===== src/rtl/caxi4interconnect_pack_pkg.sv =====
// Shared helpers for the width-upsizing pack FIFO: sizing functions and entry layout.
package caxi4interconnect_pack_pkg;

  localparam int DEF_DATA_WIDTH_IN = 32;
  localparam int DEF_RATIO         = 4;
  localparam int DEF_MEM_DEPTH     = 16;
  localparam int MAX_RATIO         = 16;

  // Width of an index over n items, never narrower than one bit.
  function automatic int clog2_min1(input int n);
    return (n <= 2) ? 1 : $clog2(n);
  endfunction

  // Stored entry is {last, mask[ratio], data[ratio*dwi]}, last in the MSB.
  function automatic int entry_width(input int dwi, input int ratio);
    return 1 + ratio + dwi * ratio;
  endfunction

endpackage


===== src/rtl/caxi4interconnect_pack_fifo_ctrl.sv =====
// Pointer, level and flag bookkeeping for the pack FIFO; all flags registered from the next level.
module caxi4interconnect_pack_fifo_ctrl #(
  parameter int DEPTH   = 16,
  parameter int PTR_W   = 4,
  parameter int LEVEL_W = 5,
  parameter int NF      = 12,
  parameter int NE      = 2
) (
  input  logic               clk,
  input  logic               rst,
  input  logic               clr,
  input  logic               commit,
  input  logic               pop,
  output logic [PTR_W-1:0]   wr_ptr,
  output logic [PTR_W-1:0]   rd_ptr,
  output logic [LEVEL_W-1:0] level,
  output logic               full,
  output logic               empty,
  output logic               nearly_full,
  output logic               nearly_empty,
  output logic               one_from_full
);

  logic [LEVEL_W-1:0] level_nxt;

  always_comb begin
    level_nxt = level;
    if (clr)                 level_nxt = '0;
    else if (commit && !pop) level_nxt = level + LEVEL_W'(1);
    else if (pop && !commit) level_nxt = level - LEVEL_W'(1);
  end

  always_ff @(posedge clk or negedge rst) begin
    if (!rst) begin
      wr_ptr        <= '0;
      rd_ptr        <= '0;
      level         <= '0;
      full          <= 1'b0;
      empty         <= 1'b1;
      nearly_full   <= 1'b0;
      nearly_empty  <= 1'b1;
      one_from_full <= 1'b0;
    end else begin
      // Pointers wrap naturally; occupancy is judged from level alone.
      if (clr)         wr_ptr <= '0;
      else if (commit) wr_ptr <= wr_ptr + PTR_W'(1);
      if (clr)         rd_ptr <= '0;
      else if (pop)    rd_ptr <= rd_ptr + PTR_W'(1);
      level         <= level_nxt;
      full          <= (level_nxt == LEVEL_W'(DEPTH));
      empty         <= (level_nxt == '0);
      nearly_full   <= (int'(level_nxt) >= NF);
      nearly_empty  <= (int'(level_nxt) <= NE);
      one_from_full <= (level_nxt == LEVEL_W'(DEPTH - 1));
    end
  end

endmodule


===== src/rtl/caxi4interconnect_pack_fifo.sv =====
// Width-upsizing FIFO: packs RATIO narrow beats into one wide word, early commit on wr_last.
module caxi4interconnect_pack_fifo
  import caxi4interconnect_pack_pkg::*;
#(
  parameter int DATA_WIDTH_IN       = DEF_DATA_WIDTH_IN,
  parameter int RATIO               = DEF_RATIO,
  parameter int MEM_DEPTH           = DEF_MEM_DEPTH,
  parameter int NEARLY_FULL_THRESH  = 12,
  parameter int NEARLY_EMPTY_THRESH = 2
) (
  input  logic                                 clk,
  input  logic                                 rst,
  input  logic                                 clr,
  input  logic                                 wr_valid,
  output logic                                 wr_ready,
  input  logic [DATA_WIDTH_IN-1:0]             wr_data,
  input  logic                                 wr_last,
  output logic                                 rd_valid,
  input  logic                                 rd_ready,
  output logic [RATIO*DATA_WIDTH_IN-1:0]       rd_data,
  output logic [RATIO-1:0]                     rd_lane_mask,
  output logic                                 rd_last,
  output logic                                 fifo_full,
  output logic                                 fifo_empty,
  output logic                                 fifo_nearly_full,
  output logic                                 fifo_nearly_empty,
  output logic                                 fifo_one_from_full,
  output logic [$clog2((MEM_DEPTH < 2) ? 2 : MEM_DEPTH):0] fifo_level
);

  localparam int DEPTH          = (MEM_DEPTH < 2) ? 2 : MEM_DEPTH;
  localparam int DATA_WIDTH_OUT = RATIO * DATA_WIDTH_IN;
  localparam int LEVEL_WIDTH    = $clog2(DEPTH) + 1;
  localparam int PTR_W          = clog2_min1(DEPTH);
  localparam int LANE_W         = clog2_min1(RATIO);
  localparam int ENTRY_W        = entry_width(DATA_WIDTH_IN, RATIO);

  logic [LANE_W-1:0]                        lane_cnt;
  logic [RATIO-1:0][DATA_WIDTH_IN-1:0]      stage_data, commit_data;
  logic [RATIO-1:0]                         stage_mask, commit_mask;
  logic [ENTRY_W-1:0]                       mem [DEPTH];
  logic [PTR_W-1:0]                         wr_ptr, rd_ptr;
  logic [DATA_WIDTH_OUT-1:0]                head_data;
  logic [RATIO-1:0]                         head_mask;
  logic                                     head_last;
  logic                                     accept, close, commit, pop;

  assign wr_ready = !fifo_full;
  assign rd_valid = !fifo_empty;
  assign accept   = wr_valid && wr_ready && !clr;
  assign close    = (lane_cnt == LANE_W'(RATIO - 1)) || wr_last;
  assign commit   = accept && close;
  assign pop      = rd_valid && rd_ready && !clr;

  // Staged lanes below L, the current beat at L, zeros above.
  for (genvar k = 0; k < RATIO; k++) begin : g_lane
    assign commit_data[k] = (lane_cnt == LANE_W'(k)) ? wr_data :
                            (lane_cnt >  LANE_W'(k)) ? stage_data[k] : '0;
  end
  assign commit_mask = stage_mask | (RATIO'(1) << lane_cnt);

  always_ff @(posedge clk or negedge rst) begin
    if (!rst) begin
      lane_cnt   <= '0;
      stage_mask <= '0;
      stage_data <= '0;
    end else if (clr) begin
      lane_cnt   <= '0;
      stage_mask <= '0;
    end else if (accept) begin
      if (close) begin
        lane_cnt   <= '0;
        stage_mask <= '0;
      end else begin
        lane_cnt   <= lane_cnt + LANE_W'(1);
        stage_mask <= commit_mask;
        stage_data <= commit_data;
      end
    end
  end

  always_ff @(posedge clk or negedge rst) begin
    if (!rst) begin
      for (int i = 0; i < DEPTH; i++) mem[i] <= '0;
    end else if (commit) begin
      mem[wr_ptr] <= {wr_last, commit_mask, commit_data};
    end
  end

  // Head entry falls through; blanked when nothing is stored so clr looks like reset.
  assign {head_last, head_mask, head_data} = mem[rd_ptr];
  assign rd_data      = rd_valid ? head_data : '0;
  assign rd_lane_mask = rd_valid ? head_mask : '0;
  assign rd_last      = rd_valid && head_last;

  caxi4interconnect_pack_fifo_ctrl #(
    .DEPTH   (DEPTH),
    .PTR_W   (PTR_W),
    .LEVEL_W (LEVEL_WIDTH),
    .NF      (NEARLY_FULL_THRESH),
    .NE      (NEARLY_EMPTY_THRESH)
  ) u_ctrl (
    .clk           (clk),
    .rst           (rst),
    .clr           (clr),
    .commit        (commit),
    .pop           (pop),
    .wr_ptr        (wr_ptr),
    .rd_ptr        (rd_ptr),
    .level         (fifo_level),
    .full          (fifo_full),
    .empty         (fifo_empty),
    .nearly_full   (fifo_nearly_full),
    .nearly_empty  (fifo_nearly_empty),
    .one_from_full (fifo_one_from_full)
  );

  a_no_accept_full: assert property (@(posedge clk) disable iff (!rst)
    !(wr_valid && wr_ready && fifo_full));
  a_level_max: assert property (@(posedge clk) disable iff (!rst)
    int'(fifo_level) <= DEPTH);
  a_nf_thresh: assert property (@(posedge clk) disable iff (!rst)
    NEARLY_FULL_THRESH <= DEPTH);
  a_ratio_rng: assert property (@(posedge clk) disable iff (!rst)
    (RATIO >= 1) && (RATIO <= MAX_RATIO));

endmodule


===== config.mk =====
export PLATFORM = sky130hd
export DESIGN_NAME = caxi4interconnect_pack_fifo
export DESIGN_NICKNAME = d
export VERILOG_FILES = /design/src/rtl/caxi4interconnect_pack_pkg.sv /design/src/rtl/caxi4interconnect_pack_fifo_ctrl.sv /design/src/rtl/caxi4interconnect_pack_fifo.sv
export SDC_FILE = /design/constraint.sdc
export NUM_CORES = 2
export LEC_CHECK = 0
export ABC_AREA = 1
export CAP_MARGIN = 0
export CORE_ASPECT_RATIO = 1.2
export CORE_UTILIZATION = 40
export DETAILED_ROUTE_END_ITERATION = 12
export HOLD_SLACK_MARGIN = 0.06
export SLEW_MARGIN = 20
export SYNTH_ARGS = -nofsm -noshare
export SYNTH_HDL_FRONTEND = slang
export SYNTH_SLANG_ARGS = --single-unit
export TNS_END_PERCENT = 30

===== constraint.sdc =====
create_clock -name clk -period 7.1 [get_ports clk]
set_input_delay 0.71 -clock clk [delete_from_list [all_inputs] [get_ports clk]]
set_output_delay 0.71 -clock clk [all_outputs]
set_load 0.005 [all_outputs]

==> results.toml <==
[sta]
max-slew-margin-rel = 0.2145
setup_tns_ns = 0
tightestPinTransition_ns = 1.175
max_freq_mhz = 177.6
maxSlewViolCount = 0
rsz0062_at_grt = "false"
finalCriticalPeriod_ns = 5.631
finalClockSkew_ns = 0.02862
setup_viol = 0
finalHoldViolations = 0
holdWs_ns = 0.4410
post-route-period-util = 0.7931

[setup_path]
crit_top_cell = "o211ai_1"
cp_cell_sequence = "inv_16, buf_12, o21ai_0, o211ai_1, o211ai_1, a21oi_1, clkdlybuf4s50_1"
crit_type = "reg -> out"
crit_arrival_ns = 4.92
critPathMaxStageDelay_ns = 0.75
critPathRequiredTime_ns = 6.39
start_kind = "register"
cp_slowest_cell = "dfrtp_4"
worstSetupEndpointType = "output port"
crit_fanout = 219

[die]
io_pins = 183
core-area_um2 = 250700
fp-row-count = 201
chipWidth_um = 461.1
start_util = 0.4034
die_height_um = 552.9
die_area_um2 = 254900

[clock_tree]
cts_tree = "yes"
root_buffer = "clkbuf_16"
path_clk_slew_ns = 0.07
clkLatencyLatePin_ns = 0.88
cts_made_buffers = 226
clock_path_buffers = 3
post_cts.repair.setup_buffers = 0
cts-htree-levels = 4
clock_sinks = 2248

[yosys]
synthDistinctLibCells = 33
synth.most_common_cell = "o21ai_0"
synthAdderAreaFrac = 0.001484
synth.area.top_cells = "dfrtp_1 (56%), o21ai_0 (12%), nand2_1 (8.8%)"
synth_compound_area_frac = 0.2246
syn_avg_cell_area_um2 = 8.316
syn_inst = 12160
synth_edf_count = 0
synth-simple-area-share = 0.1451
yosysSeqAreaShare = 0.5561
synth_nets = 12210
ys_warn_count = 0
synth.mux.area_fraction = 0
synthArstFlopShare = 1.000
synthesis.area_um2 = 101200
synth_top_area_share = 0.5556
synth_top_area_cell = "dfrtp_1"
ys_seq_elements = 2248
synth_common_cells = "o21ai_0 (2,401), nand2_1 (2,361), dfrtp_1 (2,246), o21ai_1 (996), nor2_1 (799)"
synth_top_family_by_area = "compound AO/OA/AOI/OAI gates"
ys.flop_type = "dfrtp_1"
synthXorXnorAreaFrac = 0.00008658

[worst_hold_path]
hold_path.class = "in -> async"

[pwr]
power_leakage_nw = 49.00
powerDensity_nw_per_um2 = 275.5
ir_drop_mv = 0.2710

[placed_design]
gp_congestion = 0.8087
dp.final_hpwl_um = 174700
port_buffers = 182

[global_routing]
grt_pass1_vias = 82230
grt_use_total = 0.2612
grt_start_max_net_pins = 220
grt_pass1_wl_um = 512000
antenna_found_initial = 12
overflow = 0

[detailed_routing]
antenna_left = 0
totalWireLength_um = 334800
drc_errors = 0
viasPerCell = 5.596
firstDrtPassIters = 6
drt_iter0_markers = 9015
route.vias.total = 85140
wire_per_inst_um = 22.01

[final_layout]
drive_above_1_share = 0.04587
syn2layout_area_growth_pct = 10.91
final_core_util = 0.4474
fin_nets = 11720

[flow_run]
max-cap-violations = 0

[status]
status = "finished clean"
==> power by group <==
group / switching (mW) / internal [mW]
logic: 3.52 / 1.52
clock network: 5.23 / 7.02
registers: 0.297 / 13.3
total: 9.05 / 21.9
==> timing repair <==
action,CTS,global route
endpoints found under the hold margin,99,0
hold buffers,1,0
resized for setup,0,0
==> state kept, by name (all words and copies together) (netlist names) <==
signal                cells
u_ctrl.wr_ptr             4
u_ctrl.full               1
u_ctrl.empty              1
u_ctrl.one_from_full      1
stage_mask                4
mem                    2128
u_ctrl.nearly_full        1
stage_data               96
u_ctrl.level              5
u_ctrl.nearly_empty       1
lane_cnt                  2
u_ctrl.rd_ptr             4
==> cell type report <==
cell class              count  area, µm²
diodes                      5      12.51
clock buffers             355       6875
clock inverters            61      688.2
fillers                 24440     138500
inverters                 787       3070
multi-input cells        8098      37620
flip-flops and latches   2248      56280
well taps                3349       4190
repair buffers            310       3452
==> stage by stage <==
| step | instance area [µm²] | setup slack (ns) | std cells | power, mW |
|---|---|---|---|---|
| floorplan | 101200 | 4.728 | 12160 | 16.75 |
| global placement | 104600 | 2.324 | 14790 | 18.80 |
| detailed placement | 104600 | 2.364 | 14790 | 18.86 |
| CTS | 112100 | 1.384 | 15210 | 31.11 |
| global route | 112200 | 1.189 | 15210 | 32.18 |
| finish | 112200 | 1.469 | 15210 | 30.91 |
==> worst max-delay path: cells and delay by family, from the launching register on <==
| kind | cells | cell delay (ns) |
|---|---|---|
| buffers and inverters | 3 | 2.05 |
| AO/OA/AOI/OAI | 4 | 1.08 |
| flip-flops | 1 | 0.75 |
==> cells in the final DEF, fill, tap and decap left out, types with 3 or more instances in the layout <==
cell type / n
nand2_1: 2360
o21ai_0: 2401
dfrtp_1: 2242
clkinv_2: 33
inv_4: 4
inv_2: 5
nor2_1: 796
bufinv_16: 11
nand4_1: 5
nand2_2: 3
clkdlybuf4s50_1: 181
ha_1: 10
o22ai_2: 10
o211ai_1: 277
clkbuf_16: 230
clkbuf_1: 60
diode_2: 5
o221ai_1: 6
buf_12: 50
dfrtp_4: 4
nor2_4: 10
inv_16: 5
o22ai_1: 22
nand2_4: 3
inv_1: 763
buf_4: 75
o21ai_1: 996
inv_6: 7
clkinvlp_4: 7
clkbuf_8: 65
nand3_1: 526
a21oi_1: 663
inv_8: 10
==> worst paths after layout <==
kind | endpoint | slack (ns) | from | cells after the start
worst min register to register | mem[240] | 0.48 | mem[240] | 2
max in group asynchronous | mem[156] | 4.63 | rst | 4
min in group clk | mem[240] | 0.48 | mem[240] | 2
worst min-delay path | mem[450] | 0.44 | rst | 2
worst max register to register | mem[768] | 3.03 | lane_cnt[1] | 13
worst max-delay path | rd_last | 1.47 | u_ctrl.rd_ptr[0] | 7
==> metal layers <==
metal  vias to the layer above  GRT usage  part of all wire
li1                      39450          -                 -
met1                     41670     0.3448              0.42
met2                      3396     0.4315              0.47
met3                       618    0.03344             0.070
met4                         4     0.1087             0.043
met5                         -          0          0.000081
==> cell families after synthesis <==
kind of cell | count (synthesis)
AO/OA/AOI/OAI | 4377
buffers and inverters | 1818
adder cells (fa/ha/maj) | 12
flip-flops | 2248
AND/OR/NAND/NOR | 3708
XOR/XNOR | 1
No activity file was read; power rests on OpenSTA's default activity.
